--- src/rtl/rca_4bit_adder_if.sv ---
// Operand/result bundle for the registered 4-bit ripple-carry adder.
// The master drives operands and observes results; the slave is the adder itself.
interface rca_4bit_adder_if;
  logic       in_valid;
  logic [3:0] x;
  logic [3:0] y;
  logic       ci;
  logic [3:0] s;
  logic       co;
  logic       ovf;
  logic       out_valid;

  modport master (
    output in_valid, x, y, ci,
    input  s, co, ovf, out_valid
  );

  modport slave (
    input  in_valid, x, y, ci,
    output s, co, ovf, out_valid
  );
endinterface

--- src/rtl/rca_4bit_adder.sv ---
// Registered 4-bit ripple-carry adder: four full-adder cells feed a result
// register holding sum, carry-out and signed overflow, qualified by out_valid.
module rca_4bit_adder (
  input  logic             clk,
  input  logic             rst,
  rca_4bit_adder_if.slave  bus
);

  logic [4:0] carry;
  logic [3:0] sum_comb;
  logic       ovf_comb;

  assign carry[0] = bus.ci;

  // Explicit cell chain so the ripple structure matches the intended critical path.
  for (genvar i = 0; i < 4; i++) begin : g_fa
    logic prop;
    assign prop         = bus.x[i] ^ bus.y[i];
    assign sum_comb[i]  = prop ^ carry[i];
    assign carry[i + 1] = (bus.x[i] & bus.y[i]) | (carry[i] & prop);
  end

  // Carry into the sign bit disagreeing with carry out of it means signed overflow.
  assign ovf_comb = carry[4] ^ carry[3];

  // NOTE: sequential state uses non-blocking assignments so every register
  // samples pre-edge values regardless of statement order.
  always_ff @(posedge clk or posedge rst) begin
    if (rst) begin
      bus.s         <= 4'b0000;
      bus.co        <= 1'b0;
      bus.ovf       <= 1'b0;
      bus.out_valid <= 1'b0;
    end else begin
      bus.out_valid <= bus.in_valid;
      if (bus.in_valid) begin
        bus.s   <= sum_comb;
        bus.co  <= carry[4];
        bus.ovf <= ovf_comb;
      end
    end
  end

endmodule

--- src/flat_wrapper.sv ---
// flat-port wrapper written by rule: the top's interface ports become plain ports
module rca_4bit_adder_flat 
  (clk, rst, bus_in_valid, bus_x, bus_y, bus_ci, bus_s, bus_co, bus_ovf, bus_out_valid);
  rca_4bit_adder_if bus_i ();
  input  logic clk;
  input  logic rst;
  input wire logic [$bits(bus_i.in_valid)-1:0] bus_in_valid;
  input wire logic [$bits(bus_i.x)-1:0] bus_x;
  input wire logic [$bits(bus_i.y)-1:0] bus_y;
  input wire logic [$bits(bus_i.ci)-1:0] bus_ci;
  output wire logic [$bits(bus_i.s)-1:0] bus_s;
  output wire logic [$bits(bus_i.co)-1:0] bus_co;
  output wire logic [$bits(bus_i.ovf)-1:0] bus_ovf;
  output wire logic [$bits(bus_i.out_valid)-1:0] bus_out_valid;
  assign bus_i.in_valid = bus_in_valid;
  assign bus_i.x = bus_x;
  assign bus_i.y = bus_y;
  assign bus_i.ci = bus_ci;
  assign bus_s = bus_i.s;
  assign bus_co = bus_i.co;
  assign bus_ovf = bus_i.ovf;
  assign bus_out_valid = bus_i.out_valid;
  rca_4bit_adder u_core (.clk(clk), .rst(rst), .bus(bus_i));
endmodule
--- config.mk ---
export PLATFORM = sky130hd
export DESIGN_NAME = rca_4bit_adder_flat
export DESIGN_NICKNAME = d
export VERILOG_FILES = /design/src/rtl/rca_4bit_adder_if.sv /design/src/rtl/rca_4bit_adder.sv /design/src/flat_wrapper.sv
export SDC_FILE = /design/constraint.sdc
export NUM_CORES = 1
export LEC_CHECK = 0
export ABC_AREA = 1
export CAP_MARGIN = 10
export CORE_MARGIN = 1.5
export CORE_UTILIZATION = 25
export CTS_CLUSTER_DIAMETER = 30
export DETAILED_ROUTE_END_ITERATION = 12
export GPL_ROUTABILITY_DRIVEN = 1
export GPL_TIMING_DRIVEN = 0
export MAX_ROUTING_LAYER = met4
export PLACE_DENSITY = 0.52
export SYNTH_ARGS = -nofsm -noshare
export SYNTH_HDL_FRONTEND = slang
export SYNTH_SLANG_ARGS = --single-unit
export TNS_END_PERCENT = 50
--- constraint.sdc ---
create_clock -name clk -period 0.8 [get_ports clk]
set_input_delay 0.12 -clock clk [delete_from_list [all_inputs] [get_ports clk]]
set_output_delay 0.12 -clock clk [all_outputs]
set_load 0.005 [all_outputs]
==> results.toml, run 1 <==
[run_status]
outcome = "finished, violations left"
violations = "setup timing"

[grt]
grt_overflow = 0
antenna_found_initial = 0
grt_max_degree = 10
grt_pass1_vias = 253
grt_pass1_wl_um = 917
track_usage_pct = 9.15

[cts]
cts-buffers-inserted = 3
root_buffer = "clkbuf_4"
clkTransAtPathRegs_ns = 0.05
ctsHoldBuffers = 0
insertion_delay_ns = 0.24
cts_tree = "done"
cts_buffer_depth = 2
clkSinkCount = 7
cts_htree_levels = 1

[worst_setup_path]
crit_arrival_ns = 1.81
crit_slowest_cell = "fa_2"
critPathLaunchType = "input port"
cp_cell_sequence = "buf_6 -> fa_2 -> inv_2 -> fa_2 -> inv_2 -> fa_2 -> inv_2 -> fa_2 -> o21ai_1"
crit_path_max_fanout = 2
critPathMaxStageDelay_ns = 0.42
crit_type = "input port to flip-flop"
cp.required_ns = 0.97
crit_path_end_kind = "flip-flop"
crit_top_cell = "fa_2"

[sta]
final_max_slew_viol_count = 0
finalCritPeriodShare_pct = 204
hold_ws_ns = 0.0975
tightest_slew_ns = 0.266
timing.final.ws_setup_ns = -0.834
grt_setup_unrepaired = "yes"
post-route-min-period_ns = 1.63
timing.fmax_ghz = 0.612
clock_skew_ns = 0
slew_headroom_pct = 82.3
setup_viol = 12
tns_ns = -3.31
hold_viol_final = 0

[detailed_routing]
viasPerCell = 4.07
drt-initial-drc-count = 4
via_count = 309
drt_wl_total_um = 643
postRouteAntennaNets = 0
drc_errors = 0
drt_first_pass_iters = 3
wl_per_cell_um = 8.46

[layout]
nets = 78
syn_to_final_growth_pct = 56.5
drive_gt1_share_pct = 42.6
diodes = 0

[power]
power.total_mw = 0.996
ir_drop_uv = 441
power_density_nw_per_um2 = 1740
leakage_nw = 0.308

[synth]
synth_seq_cells = 7
syn_inst = 38
yosysUniqueCellTypes = 8
syn-cell-area_um2 = 365
ys_top_cells_by_area = "dfrtp_1 48%, fa_1 22%, nand2_1 13%"
synth_seq_area_share_pct = 47.9
synth_area_leader_cell = "dfrtp_1"
netlist.area_leader.share_pct = 47.9
synth_nets = 54
synth_area_per_cell_um2 = 9.61
ys.warnings.count = 0

[min_path]
hold_path.class = "input port to async pin"

[floorplan]
die-area_um2 = 1700
die_w_um = 41.2
rows = 13
io_pins = 19
die_h_um = 41.2
core-area_um2 = 1330
start_util_pct = 27.4

[placed_design]
gp_congestion = 0.642
place_ws_ns = -1.46
io_buffers = 18

[run]
cap_violations = 0
==> kinds of logic after synthesis <==
family,synth area share [%]
simple gates,14.7
buf+inv,10.3
flops,47.9
fa+ha+maj,21.9
compound gates,5.14
==> state kept, by name, summed over array words and instances, names as in the netlist <==
name                  count
u_core.bus.s              4
u_core.bus.out_valid      1
u_core.bus.ovf            1
u_core.bus.co             1
==> synth_stat cells <==
library cell,instances
fa_1,4
inv_1,9
inv_2,1
o21ai_1,2
nand3_1,1
nand2_1,13
o21ai_2,1
dfrtp_1,7
==> worst max-delay path, delay by kind of cell <==
kind                       cells  cell delay (ns)
buffers and inverters          4             0.26
AOI/OAI and AO/OA              1             0.12
adders and majority gates      4             1.31
==> what timing repair did <==
action | 4_1_cts | 5_1_grt
pin swaps | 9 | 5
setup endpoints to repair | 13 | 13
buffers inserted | 0 | 1
gates resized for setup | 34 | 8
==> worst paths after layout <==
| kind | startpoint | to | slack (ns) | depth (start not counted) |
|---|---|---|---|---|
| worst min register to register | u_core.bus.s[0] | u_core.bus.s[0] | 0.47 | 2 |
| min in group clk | bus_in_valid | u_core.bus.out_valid | 0.13 | 1 |
| worst max-delay path | bus_ci | u_core.bus.s[3] | -0.83 | 9 |
| max in group asynchronous | rst | u_core.bus.s[1] | 0.49 | 2 |
| worst min-delay path | rst | u_core.bus.ovf | 0.1 | 2 |
| worst max register to register | u_core.bus.co | u_core.bus.co | 0.19 | 2 |
==> metal layers <==
layer  track usage [%]  vias up  share of wire, %
li1                  -      154                 -
met1              10.0      137                40
met2              12.1       16                46
met3              3.26        2                12
met4              9.68        0               1.9
met5                 -        -                 0
==> area by class of cell <==
| class | count | area (um2) |
|---|---|---|
| Multi-Input combinational cell | 21 | 166 |
| Inverter | 10 | 37.5 |
| Timing Repair Buffer | 19 | 148 |
| Tap cell | 15 | 18.8 |
| Sequential cell | 7 | 175 |
| Fill cell | 141 | 762 |
| Clock buffer | 4 | 26.3 |
==> stage by stage <==
step	area (um2)	instances	utilization [%]
after floorplan	375	38	-
after global placement	574	71	43.1
after detailed placement	574	71	43.1
after CTS	579	75	43.4
after global routing	572	76	42.9
final	572	76	42.9
==> power breakdown <==
part	internal (mW)	switching, mW	leakage, nW
registers	0.406	0.0244	0.0845
clock network	0.190	0.120	0.0150
logic	0.139	0.117	0.208
==> layout by cell type, fill, tap and decap left out <==
cell,Yosys,layout
buf_2,0,4
buf_6,0,2
clkbuf_1,0,1
clkbuf_2,0,5
clkbuf_4,0,3
clkdlybuf4s50_1,0,5
dfrtp_1,7,7
dlygate4sd2_1,0,2
dlymetal6s2s_1,0,1
fa_2,0,4
inv_1,9,4
inv_2,1,6
nand2_1,13,13
nand3_1,1,1
o21ai_1,2,1
o21ai_2,1,2
Power figures use the tool's default switching activity.
==> run 2: changes to the inputs <==
Settings changed: CTS_BUF_LIST set to sky130_fd_sc_hd__clkbuf_16.
==> run 2 against run 1 <==
Net effect: the flow still finishes with violations (setup timing); wire length is 8.9% higher; register-to-register slack barely moved; sequential share of layout area shrank 2.4 points; non-clock buffer count is the same; combinational power hardly changed; via count fell by 0.65%; count of clock-buffer cells in the layout fell by 1; worst hold slack improved by 0.018 ns; critical path type unchanged.
==> results.toml, run 2 (synthesized netlist as in run 1, its figures left out) <==
[layout]
fin_cells = 76
postLayoutCoreUtil_pct = 46.5
finalInstanceArea_um2 = 621
top_register = "u_core.bus.s"
layout_commonest_cell = "nand2_1"
diodes = 0
final_cell_mix = "13 x nand2_1, 7 x dfrtp_1, 6 x inv_2"
nFillCells = 132
largest_reg_flops = 4
drive_gt1_share_pct = 42.6
syn_to_final_growth_pct = 69.9
nets = 78

[detailed_routing]
viasPerCell = 4.04
wl_per_cell_um = 9.21
via_count = 307
drc_errors = 0
drt_wl_total_um = 700
drt_first_pass_iters = 2
postRouteAntennaNets = 0
drt-initial-drc-count = 5

[sta]
hold_viol_final = 0
tns_ns = -3.27
hold_ws_ns = 0.115
slew_headroom_pct = 82.5
post-route-min-period_ns = 1.65
finalCritPeriodShare_pct = 207
timing.fmax_ghz = 0.605
final_max_slew_viol_count = 0
timing.final.ws_setup_ns = -0.853
tightest_slew_ns = 0.262
clock_skew_ns = 0
setup_viol = 12
grt_setup_unrepaired = "yes"

[placed_design]
dpl_cell_area_um2 = 574
place_inst = 71
io_buffers = 18
place_ws_ns = -1.46
gp_congestion = 0.642

[cts]
clkSinkCount = 7
clkTransAtPathRegs_ns = 0.04
insertion_delay_ns = 0.23
cts_htree_levels = 1
cts_buffer_depth = 2
root_buffer = "clkbuf_16"
cts_tree = "done"
cts-buffers-inserted = 3
ctsHoldBuffers = 0

[worst_setup_path]
cp_cell_sequence = "buf_6 -> fa_2 -> inv_2 -> fa_2 -> inv_2 -> fa_2 -> inv_2 -> fa_2 -> o21ai_1"
crit_arrival_ns = 1.81
startpoint = "bus_ci"
reg2reg_from = "u_core.bus.co"
crit_path_end_kind = "flip-flop"
critPathMaxStageDelay_ns = 0.42
cp.required_ns = 0.96
crit_path_max_fanout = 2
critPathLaunchType = "input port"
crit_slowest_cell = "fa_2"
crit_top_cell = "fa_2"
crit_type = "input port to flip-flop"
rrSetupSlack_ns = 0.18

[grt]
grt_overflow = 0
grt_max_degree = 10
grt_pass1_wl_mm = 1.04
antenna_found_initial = 0
grt_pass1_vias = 260
track_usage_pct = 11.5

[power]
p_clk_share_pct = 54.9
seqPwrFrac_pct = 28.4
power_density_nw_per_um2 = 2460
p_comb_share_pct = 16.7
leakage_nw = 0.327
p_switching_mw = 0.329
power.total_mw = 1.52
ir_drop_uv = 839
p_int_mw = 1.20
swShare_pct = 21.6

[floorplan]
die_w_um = 41.2
io_pins = 19
die_h_um = 41.2
rows = 13
core-area_um2 = 1330
start_util_pct = 27.4
die-area_um2 = 1700

[run_status]
outcome = "finished, violations left"
violations = "setup timing"

[min_path]
hold_path.class = "input port to async pin"

[run]
cap_violations = 0
==> run 2: cell types whose count changed in the layout (fill, tap and decap cells not counted), sizes merged <==
cell,change
clkbuf,-1
inv,+1
dlygate4sd2,+1
dlymetal6s2s,-1
==> run 2: final timing paths <==
kind | cells past startpoint | end
setup / recovery | 9 | u_core.bus.s[3]
hold / removal | 2 | u_core.bus.out_valid
setup reg to reg | 2 | u_core.bus.co
hold reg to reg | 2 | u_core.bus.s[0]
max in group asynchronous | 2 | u_core.bus.s[1]
min in group clk | 1 | u_core.bus.out_valid
==> run 2: critical path, delay by kind of cell <==
family,cells,cell delay [ns]
adders and majority gates,4,1.31
buffers and inverters,4,0.26
AOI/OAI and AO/OA,1,0.12
==> run 2: layout make-up <==
cell class              instances  area [um2]  area share [%]
flip-flops and latches          7         175            28.2
multi-input cells              21         166            26.8
repair buffers                 19         144            23.2
clock buffers                   3        75.1            12.1
inverters                      10        37.5            6.05
well taps                      15        18.8            3.02
clock inverters                 1        3.75           0.605
==> run 2: layer usage <==
| layer | GRT usage (%) | vias to the layer above | wire length, um |
|---|---|---|---|
| met2 | 14.5 | 17 | 294 |
| met3 | 6.52 | 4 | 87 |
| met5 | - | - | 0 |
| li1 | - | 153 | - |
| met4 | 14.5 | 0 | 46 |
| met1 | 10.7 | 133 | 271 |
==> run 2: timing repair <==
action / 4_1_cts / 5_1_grt
resized for setup: 35 / 7
setup endpoints to repair: 13 / 12
buffers inserted: 0 / 1
pin swaps: 9 / 5
==> run 2: power groups by stage <==
stage | combinational [mW] | clock (mW) | sequential, mW
finish | 0.255 | 0.837 | 0.432
global route | 0.294 | 0.870 | 0.439
CTS | 0.265 | 0.845 | 0.434
detailed placement | 0.302 | 0 | 0.437
global placement | 0.301 | 0 | 0.436
floorplan | 0.114 | 0 | 0.441
